<file path="config.mk">
export PLATFORM = sky130hd
export DESIGN_NAME = board_clear_ctrl
export DESIGN_NICKNAME = d
export VERILOG_FILES = /design/src/rtl/board_pkg.sv /design/src/rtl/row_full_detect.sv /design/src/rtl/board_clear_ctrl.sv
export SDC_FILE = /design/constraint.sdc
export NUM_CORES = 1
export LEC_CHECK = 0
export BUFFER_PORTS_ARGS = -buffer_cell sky130_fd_sc_hd__buf_2
export CAP_MARGIN = 5
export CORE_ASPECT_RATIO = 1.4
export CORE_MARGIN = 3
export CORE_UTILIZATION = 30
export CTS_CLUSTER_DIAMETER = 30
export CTS_CLUSTER_SIZE = 16
export DETAILED_ROUTE_END_ITERATION = 10
export GPL_TIMING_DRIVEN = 0
export MAX_ROUTING_LAYER = met4
export PLACE_DENSITY_LB_ADDON = 0.15
export SLEW_MARGIN = 20
export SYNTH_ARGS = -nofsm -noshare
export SYNTH_HDL_FRONTEND = slang
export SYNTH_HIERARCHICAL = 1
export SYNTH_SLANG_ARGS = --single-unit
</file>
<file path="constraint.sdc">
create_clock -name clk -period 1.8 [get_ports clk]
set_clock_uncertainty 0.15 [all_clocks]
set_input_delay 0.18 -clock clk [delete_from_list [all_inputs] [get_ports clk]]
set_output_delay 0.18 -clock clk [all_outputs]
set_load 0.01 [all_outputs]
</file>
<file path="src/rtl/board_pkg.sv">
// Shared definitions for the board clear controller: board geometry,
// controller states, row slice positions and the row-collapse helper.
package board_pkg;

  localparam int NUM_ROWS = 3;
  localparam int ROW_W    = 4;
  localparam int BOARD_W  = 12;

  // Row slice LSB positions inside the 12-bit board word
  localparam int TOP_LSB = 2 * ROW_W;
  localparam int MID_LSB = 1 * ROW_W;
  localparam int BOT_LSB = 0;

  typedef enum logic [0:0] {
    IDLE  = 1'b0,
    CHECK = 1'b1
  } state_t;

  // Remove the row selected by the one-hot code ([0] top, [1] middle,
  // [2] bottom) and drop every row above it down by one; top becomes empty.
  function automatic logic [BOARD_W-1:0] collapse_board(
    input logic [BOARD_W-1:0]  b,
    input logic [NUM_ROWS-1:0] onehot
  );
    logic [ROW_W-1:0] top_row;
    logic [ROW_W-1:0] mid_row;
    logic [ROW_W-1:0] bot_row;
    top_row = b[TOP_LSB +: ROW_W];
    mid_row = b[MID_LSB +: ROW_W];
    bot_row = b[BOT_LSB +: ROW_W];
    case (onehot)
      3'b001:  collapse_board = {{ROW_W{1'b0}}, mid_row, bot_row};
      3'b010:  collapse_board = {{ROW_W{1'b0}}, top_row, bot_row};
      3'b100:  collapse_board = {{ROW_W{1'b0}}, top_row, mid_row};
      default: collapse_board = b;
    endcase
  endfunction

endpackage

</file>
<file path="src/rtl/row_full_detect.sv">
// Combinational full-row priority detector. Output is one-hot with the
// top row winning: f[0] top, f[1] middle, f[2] bottom; zero if no row full.
module row_full_detect
  import board_pkg::*;
(
  input  logic [BOARD_W-1:0]  board,
  output logic [NUM_ROWS-1:0] f
);

  // row_full[0] is the bottom row, row_full[NUM_ROWS-1] the top row
  logic [NUM_ROWS-1:0] row_full;

  genvar gi;
  generate
    for (gi = 0; gi < NUM_ROWS; gi++) begin : g_row
      assign row_full[gi] = &board[gi*ROW_W +: ROW_W];
    end
  endgenerate

  // Priority encode top > middle > bottom into the output bit order
  always_comb begin
    f    = '0;
    f[0] = row_full[2];
    f[1] = row_full[1] & ~row_full[2];
    f[2] = row_full[0] & ~row_full[1] & ~row_full[2];
  end

endmodule

</file>
<file path="src/rtl/board_clear_ctrl.sv">
// Board clear sequencer: accepts drops in IDLE, then clears one full row
// per CHECK cycle (top first) with a saturating score, and pulses done
// when no full row remains.
// Optional feature macro: BOARD_CLEAR_COLLISION_EN rejects overlapping
// drops and pulses collision; when undefined overlaps are OR-merged.
module board_clear_ctrl
  import board_pkg::*;
#(
  parameter int SCORE_W = 8
) (
  input  logic               clk,
  input  logic               rst_n,
  input  logic               drop_valid,
  input  logic [11:0]        drop_cells,
  output logic               drop_ready,
  output logic [11:0]        board,
  output logic [SCORE_W-1:0] score,
  output logic [2:0]         clr_row,
  output logic               done,
  output logic               collision
);

  state_t               state_reg, state_next;
  logic [BOARD_W-1:0]   board_reg, board_next;
  logic [SCORE_W-1:0]   score_reg, score_next;
  logic [NUM_ROWS-1:0]  full_onehot;
  logic                 in_check;

  row_full_detect u_detect (
    .board (board_reg),
    .f     (full_onehot)
  );

  assign in_check   = (state_reg == CHECK);
  assign drop_ready = (state_reg == IDLE);
  assign board      = board_reg;
  assign score      = score_reg;

`ifdef BOARD_CLEAR_COLLISION_EN
  logic collision_reg, collision_next;
  assign collision = collision_reg;
`else
  assign collision = 1'b0;
`endif

  // Mealy outputs: detector result is only meaningful while checking
  always_comb begin
    clr_row = '0;
    done    = 1'b0;
    if (in_check) begin
      clr_row = full_onehot;
      done    = (full_onehot == '0);
    end
  end

  // Next-state, board merge/collapse and score update
  always_comb begin
    state_next = state_reg;
    board_next = board_reg;
    score_next = score_reg;
`ifdef BOARD_CLEAR_COLLISION_EN
    collision_next = 1'b0;
`endif
    case (state_reg)
      IDLE: begin
        if (drop_valid) begin
`ifdef BOARD_CLEAR_COLLISION_EN
          if ((board_reg & drop_cells) != '0) begin
            collision_next = 1'b1;
          end else begin
            board_next = board_reg | drop_cells;
            state_next = CHECK;
          end
`else
          board_next = board_reg | drop_cells;
          state_next = CHECK;
`endif
        end
      end
      CHECK: begin
        if (full_onehot == '0) begin
          state_next = IDLE;
        end else begin
          board_next = collapse_board(board_reg, full_onehot);
          if (score_reg != {SCORE_W{1'b1}}) begin
            score_next = score_reg + 1'b1;
          end
        end
      end
      default: state_next = IDLE;
    endcase
  end

  // State registers; reset discards any partially collapsed board
  always_ff @(posedge clk or negedge rst_n) begin
    if (!rst_n) begin
      state_reg <= IDLE;
      board_reg <= '0;
      score_reg <= '0;
    end else begin
      state_reg <= state_next;
      board_reg <= board_next;
      score_reg <= score_next;
    end
  end

`ifdef BOARD_CLEAR_COLLISION_EN
  // Collision flag is registered so it pulses the cycle after the rejection
  always_ff @(posedge clk or negedge rst_n) begin
    if (!rst_n) begin
      collision_reg <= 1'b0;
    end else begin
      collision_reg <= collision_next;
    end
  end
`endif

endmodule

</file>
# Word level (Yosys, flattened, before mapping)
# Index checks and enable logic that the tools add are counted.
dict set report totals {
  ff_bits 21
  wordCells 42
  in_bits 15
}
dict set report classes {
  muxes 9
  eq_ne 11
  reduce_logical 8
  bitwise 8
  add_sub_neg 1
}
# operator count
set ops {}
lappend ops {{$pmux W12 S3} 1}
lappend ops {{$mux W12} 2}
lappend ops {{$pmux W12 S2} 1}
lappend ops {{$reduce_and A4 Y1} 4}
lappend ops {{$or A12 B12 Y12} 1}
lappend ops {{$add A8 B1 Y8 const B} 1}
lappend ops {{$ne A2 B2 Y1 const B} 4}
lappend ops {{$ne A8 B8 Y1 const B} 1}
lappend ops {{$reduce_and A3 Y1} 2}
lappend ops {{$reduce_and A5 Y1} 1}
lappend ops {{$ne A4 B1 Y1 const B} 1}
lappend ops {{$not A1 Y1} 4}
lappend ops {{$and A1 B1 Y1} 3}
lappend ops {{$eq A3 B1 Y1 const B} 1}
lappend ops {{$eq A3 B2 Y1 const B} 1}
lappend ops {{$eq A3 B3 Y1 const B} 1}
lappend ops {{$logic_not A3 Y1} 1}
lappend ops {{$mux W1} 3}
lappend ops {{$mux W3} 1}
lappend ops {{$ne A3 B1 Y1 const B} 1}
lappend ops {{$ne A2 B1 Y1 const B} 1}
lappend ops {{$pmux W1 S2} 1}

# Logic depth before layout (Yosys ltp)
dict set report logic_depth {
  depth_word 8
  mapped_depth 7
  depth_no_buf 6
}

# By module
# The synthesis kept the hierarchy.
# mod area_each_um2 n_inst cells_each seq_area_each_um2
set modules_own_cells {}
lappend modules_own_cells {board_clear_ctrl 1109.8 1 102 525.5}
lappend modules_own_cells {row_full_detect 40.0 1 5 0.0}

# Worst setup path before layout
# No wires, ideal clock.
dict set report synth_path {
  kind {reg-to-reg}
  from {reg board_reg[10] (netlist: board[10])}
  to {reg score_reg[1] (netlist: score[1])}
  arrival_time_ns 1.593
  slack_ns -0.068
  setup_ns 0.125
  required_time_ns 1.525
  stages_incl_launch_ff 7
  period_less_slack_ns 1.868
  cell_sequence {dfrtp_1 and4_4 nor2_1 buf_6 o31ai_4 a21o_2 mux2_4}
}
dict set report synth_between {
  elab_chain_len 6
  elab_cells_between_ends 7
  cone_classes {bitwise (4); reduce/logical (3)}
}
# item line_no
set synth_lines {}
lappend synth_lines {{start, declared} board_clear_ctrl.sv:24} ;# logic [BOARD_W-1:0] board_reg, board_next;
lappend synth_lines {{start signal, assigned} board_clear_ctrl.sv:102} ;# board_reg <= board_next;
lappend synth_lines {{$reduce_and A4 Y1} row_full_detect.sv:16} ;# assign row_full[gi] = &board[gi*ROW_W +: ROW_W];
lappend synth_lines {{via full_onehot[0]} board_clear_ctrl.sv:26} ;# logic [NUM_ROWS-1:0] full_onehot;
lappend synth_lines {{$not A1 Y1} row_full_detect.sv:24} ;# f[1] = row_full[1] & ~row_full[2];
lappend synth_lines {{$and A1 B1 Y1} row_full_detect.sv:24}
lappend synth_lines {{via full_onehot[1]} board_clear_ctrl.sv:26}
lappend synth_lines {{$logic_not A3 Y1} board_clear_ctrl.sv:81} ;# if (full_onehot == '0) begin
lappend synth_lines {{$not A1 Y1 (no line)} -}
lappend synth_lines {{$reduce_and A3 Y1 (no line)} -}
lappend synth_lines {{end signal, assigned} board_clear_ctrl.sv:103} ;# score_reg <= score_next;
lappend synth_lines {{end, declared} board_clear_ctrl.sv:25} ;# logic [SCORE_W-1:0] score_reg, score_next;
# The timed path passes the listed nets, and every way through them passes these cells.
# A chain may end at the register's enable or synchronous reset.

# Worst setup path in the final report
dict set report layout_path {
  from {reg board_reg[1] (netlist: board[1])}
  to {reg board_reg[0] (netlist: board[0])}
}
dict set report layout_between {
  elab_chain_len 6
  elab_cells_between_ends 12
  cone_classes {eq/ne (7); bitwise (2); reduce/logical (3)}
}
# item line_no
set layout_lines {}
lappend layout_lines {{$reduce_and A4 Y1 (*)} row_full_detect.sv:16}
lappend layout_lines {{$and A1 B1 Y1 (*) (2 in a row)} row_full_detect.sv:25} ;# f[2] = row_full[0] & ~row_full[1] & ~row_full[2];
lappend layout_lines {{via full_onehot[2]} board_clear_ctrl.sv:26}
lappend layout_lines {{$eq A3 B1 Y1 (tied with other cells)} board_pkg.sv:31} ;# case (onehot)
lappend layout_lines {{$ne A2 B2 Y1 (no line) or $ne A2 B1 Y1 (tied branches)} -}
lappend layout_lines {{$reduce_and A5 Y1 (no line) (*)} -}
# Mark *: on every way through the listed nets, which the timed path passes. The rest lies on a longest branch.

==> impl_results.md <==
* CP Capture Type: flop
* Synthesis Warnings at 6
* P_leak at 0.776 nW
* Status: complete, but fails checks
* Initial core utilization at 0.313
* Reg clk slew, reported paths at 0.08 ns
* DRC at 0
* Largest family of logic cells by synthesized area: compound AO/OA/AOI/OAI gates
* Clock Sink Count at 21
* RR Startpoint: board[1]
* PwrDens at 1910 nW/um^2
* CTS H-tree lvls at 1
* Crit-path max FO at 5
* Reg2reg setup slack at -0.08 ns
* CTS Buf Count at 3
* Worst skew pair latency at 0.26 ns
* Via count at 1048
* Global-route wire length before repair at 4840 um
* Tot Pwr at 3.13 mW
* DP Area at 1400 sq um
* Antenna Cells at 0
* Post-synthesis mux area share at 0.0740
* Register Area at 526 sq um
* Wire length per cell at 14.1 um
* Slew Limit Fails at 0
* Critical path's slowest cell: dfrtp_1
* Total GRT Usage at 0.139
* Compound-Gate Fraction of Synth Area at 0.185
* Die H at 79.3 um
* Die W at 58.3 um
* Hold Crit Class: input port to flop
* Nets at 186
* Fill cells at 383
* Fin. Hold Viols at 0
* Synth area leaders: dfrtp_1 (46%), a21oi_1 (7.4%), mux2i_1 (6.1%)
* Multi-input gate area at 602 sq um
* Min-delay src: drop_cells[9]
* Syn_nets at 123
* Synth cell types at 31
* Max_cap viols at 0
* Final wirelength at 2980 um
* Min cycle time layout at 1.88 ns
* Initial antenna violation count at 0
* Antenna Violating Nets Remaining at 0
* XOR/XNOR share of the synthesized area at 0.0609
* IO Count at 41
* Post-Synthesis Cell Area at 1150 sq um
* Avg Vias per Cell at 4.97
* Critical path, cell by cell: nand4_1 -> nor3b_4 -> buf_4 -> nor3b_4 -> a21oi_1 -> a31o_2
* Unrepaired setup endpoints after global routing: true
* Clock Tree Buf Depth at 2
* Synthesis-to-finish area growth at 42.7%
* GPL Wtd Cong at 0.797
* Max FFs per register at 12
* Adder-Cell Fraction of Synth Area at 0.0109
* Cell taking the most area after synthesis: dfrtp_1
* Worst path bufs/invs at 1
* Critical path's largest stage delay at 0.38 ns
* Top-area cell type share of the netlist area at 0.457
* Final setup violation count at 11
* Rows at 26
* Buffers on Ports at 39
* Avg Inst Size Synth at 10.7 sq um
* Worst path most repeated cell: nor3b_4
* Tcrit/Tclk final at 1.04
* Share of layout cells above drive strength 1 at 0.479
* FMAX at 532 MHz
* CTS root buffer: clkbuf_8
* Worst Setup Start Kind: flop
* Worst vdd ir at 0.879 mV
* Total iterations of the first detailed-routing run at 4
* DRT iter0 DRCs at 21
* DPL Wire Length at 2050 um
* Sequential area share after synthesis at 0.457
* TritonCTS clock tree: built
* Crit path DAT at 1.88 ns
* Final Instance Area at 1640 sq um
* Largest net degree at the start of global routing at 22
* Gate Count Post-Synth at 107
* Failing checks: negative setup slack
* Critical Path RT at 1.80 ns
* Synthesis-stage register bit count at 21
* Post-route setup slack at -0.0780 ns
* CP Class: flop to flop
* Simple-gate share of the synthesized area at 0.163
* Grt ovf at 0
* CP delay by family, top: simple AND/OR/NAND/NOR gates
* Core ar. at 3680 sq um
* Worst setup path startpoint: board[1]
* DIE AREA at 4620 sq um
* Vias in the first global route at 1038
* Worst hold slack at 0.0131 ns
## cell usage after synthesis
master and instances:
inv_1 2, and4_4 2, xor2_1 3, a21boi_0 1, nor4_2 1, a21o_2 1
a211oi_2 1, o31ai_4 1, dfrtp_1 21, nor3b_4 1, nor3b_2 2, and3_1 2
nor2_4 1, conb_1 1, ha_1 1, nor2_1 9, and2_1 3, a31oi_1 1
o21ai_0 1, xnor2_1 5, nand4_1 2, o21ai_1 1, buf_6 1, a211oi_1 7
mux2i_1 7, a21oi_1 17, buf_4 3, nand3_1 4, clkbuf_1 3, a31o_2 1
mux2_4 1
## layer usage
metal | track usage | up-vias | share of wire
met3 | 0.0211 | 2 | 0.057
met5 | - | - | 0
met1 | 0.159 | 506 | 0.41
met4 | 0.0487 | 0 | 0.0070
li1 | - | 507 | -
met2 | 0.240 | 33 | 0.53
## power by group
group / internal (mW) / switching (mW) / total, mW
logic: 1.01 / 0.972 / 1.99
registers: 0.663 / 0.163 / 0.826
clock network: 0.158 / 0.158 / 0.316
## final timing paths
check                           cells past startpoint  endpoint
worst max-delay path                                6  board[0]
worst min-delay path                                3  board[9]
worst max register to register                      6  board[0]
worst min register to register                      1  score[7]
max in group asynchronous                           2  board[0]
min in group asynchronous                           2  score[3]
## cells in the final DEF, fill, tap and decap left out, drive strengths merged
cell and instances:
buf 61, dfrtp 21, a21oi 17, nor2 10, a211oi 8, mux2i 7
clkbuf 7, xnor2 5, nand3 4, and2 3, xor2 3, nor3b 3
inv 2, and4 2, and3 2, nand4 2, o21ai 2, nor4 1
o31ai 1, a21boi 1, a21o 1, mux2 1, a31oi 1, a31o 1
ha 1, conb 1, dlygate4sd3 1
## kinds of logic after synthesis
family,Yosys count
AOI/OAI and AO/OA,32
and+or+nand+nor,27
DFF,21
buffers and inverters,9
xor gates and xnor gates,8
muxes,8
adders and majority gates,1
other,1
## through the flow
stage	utilization	cells	setup WS (ns)	setup TNS (ns)
2_1_floorplan	-	107	-0.0677	-0.141
3_3_place_gp	0.380	188	-0.131	-1.03
3_5_place_dp	0.380	188	-0.162	-1.39
4_1_cts	0.432	207	-0.0472	-0.255
5_1_grt	0.446	211	-0.198	-2.89
6_report	0.446	211	-0.0780	-0.404
## tightest hold or removal path: stages
cell	delay, ns
buf_2	0.08
a21oi_1	0.05
nor2_1	0.09
## final cells by class
class,instances,share of cell area
Multi-Input combinational cell,77,0.367
Tap cell,42,0.0320
Buffer,6,0.0244
Sequential cell,21,0.320
Clock buffer,4,0.0275
Inverter,2,0.00458
Timing Repair Buffer,59,0.224
## what timing repair did
item,4_1_cts,5_1_grt
endpoints found under the setup margin,19,23
hold buffers,1,0
pin swaps,3,4
gates cloned,0,0
buffers inserted,14,5
resized for setup,3,9
hold endpoints to repair,21,0
Power figures use the tool's default switching activity.
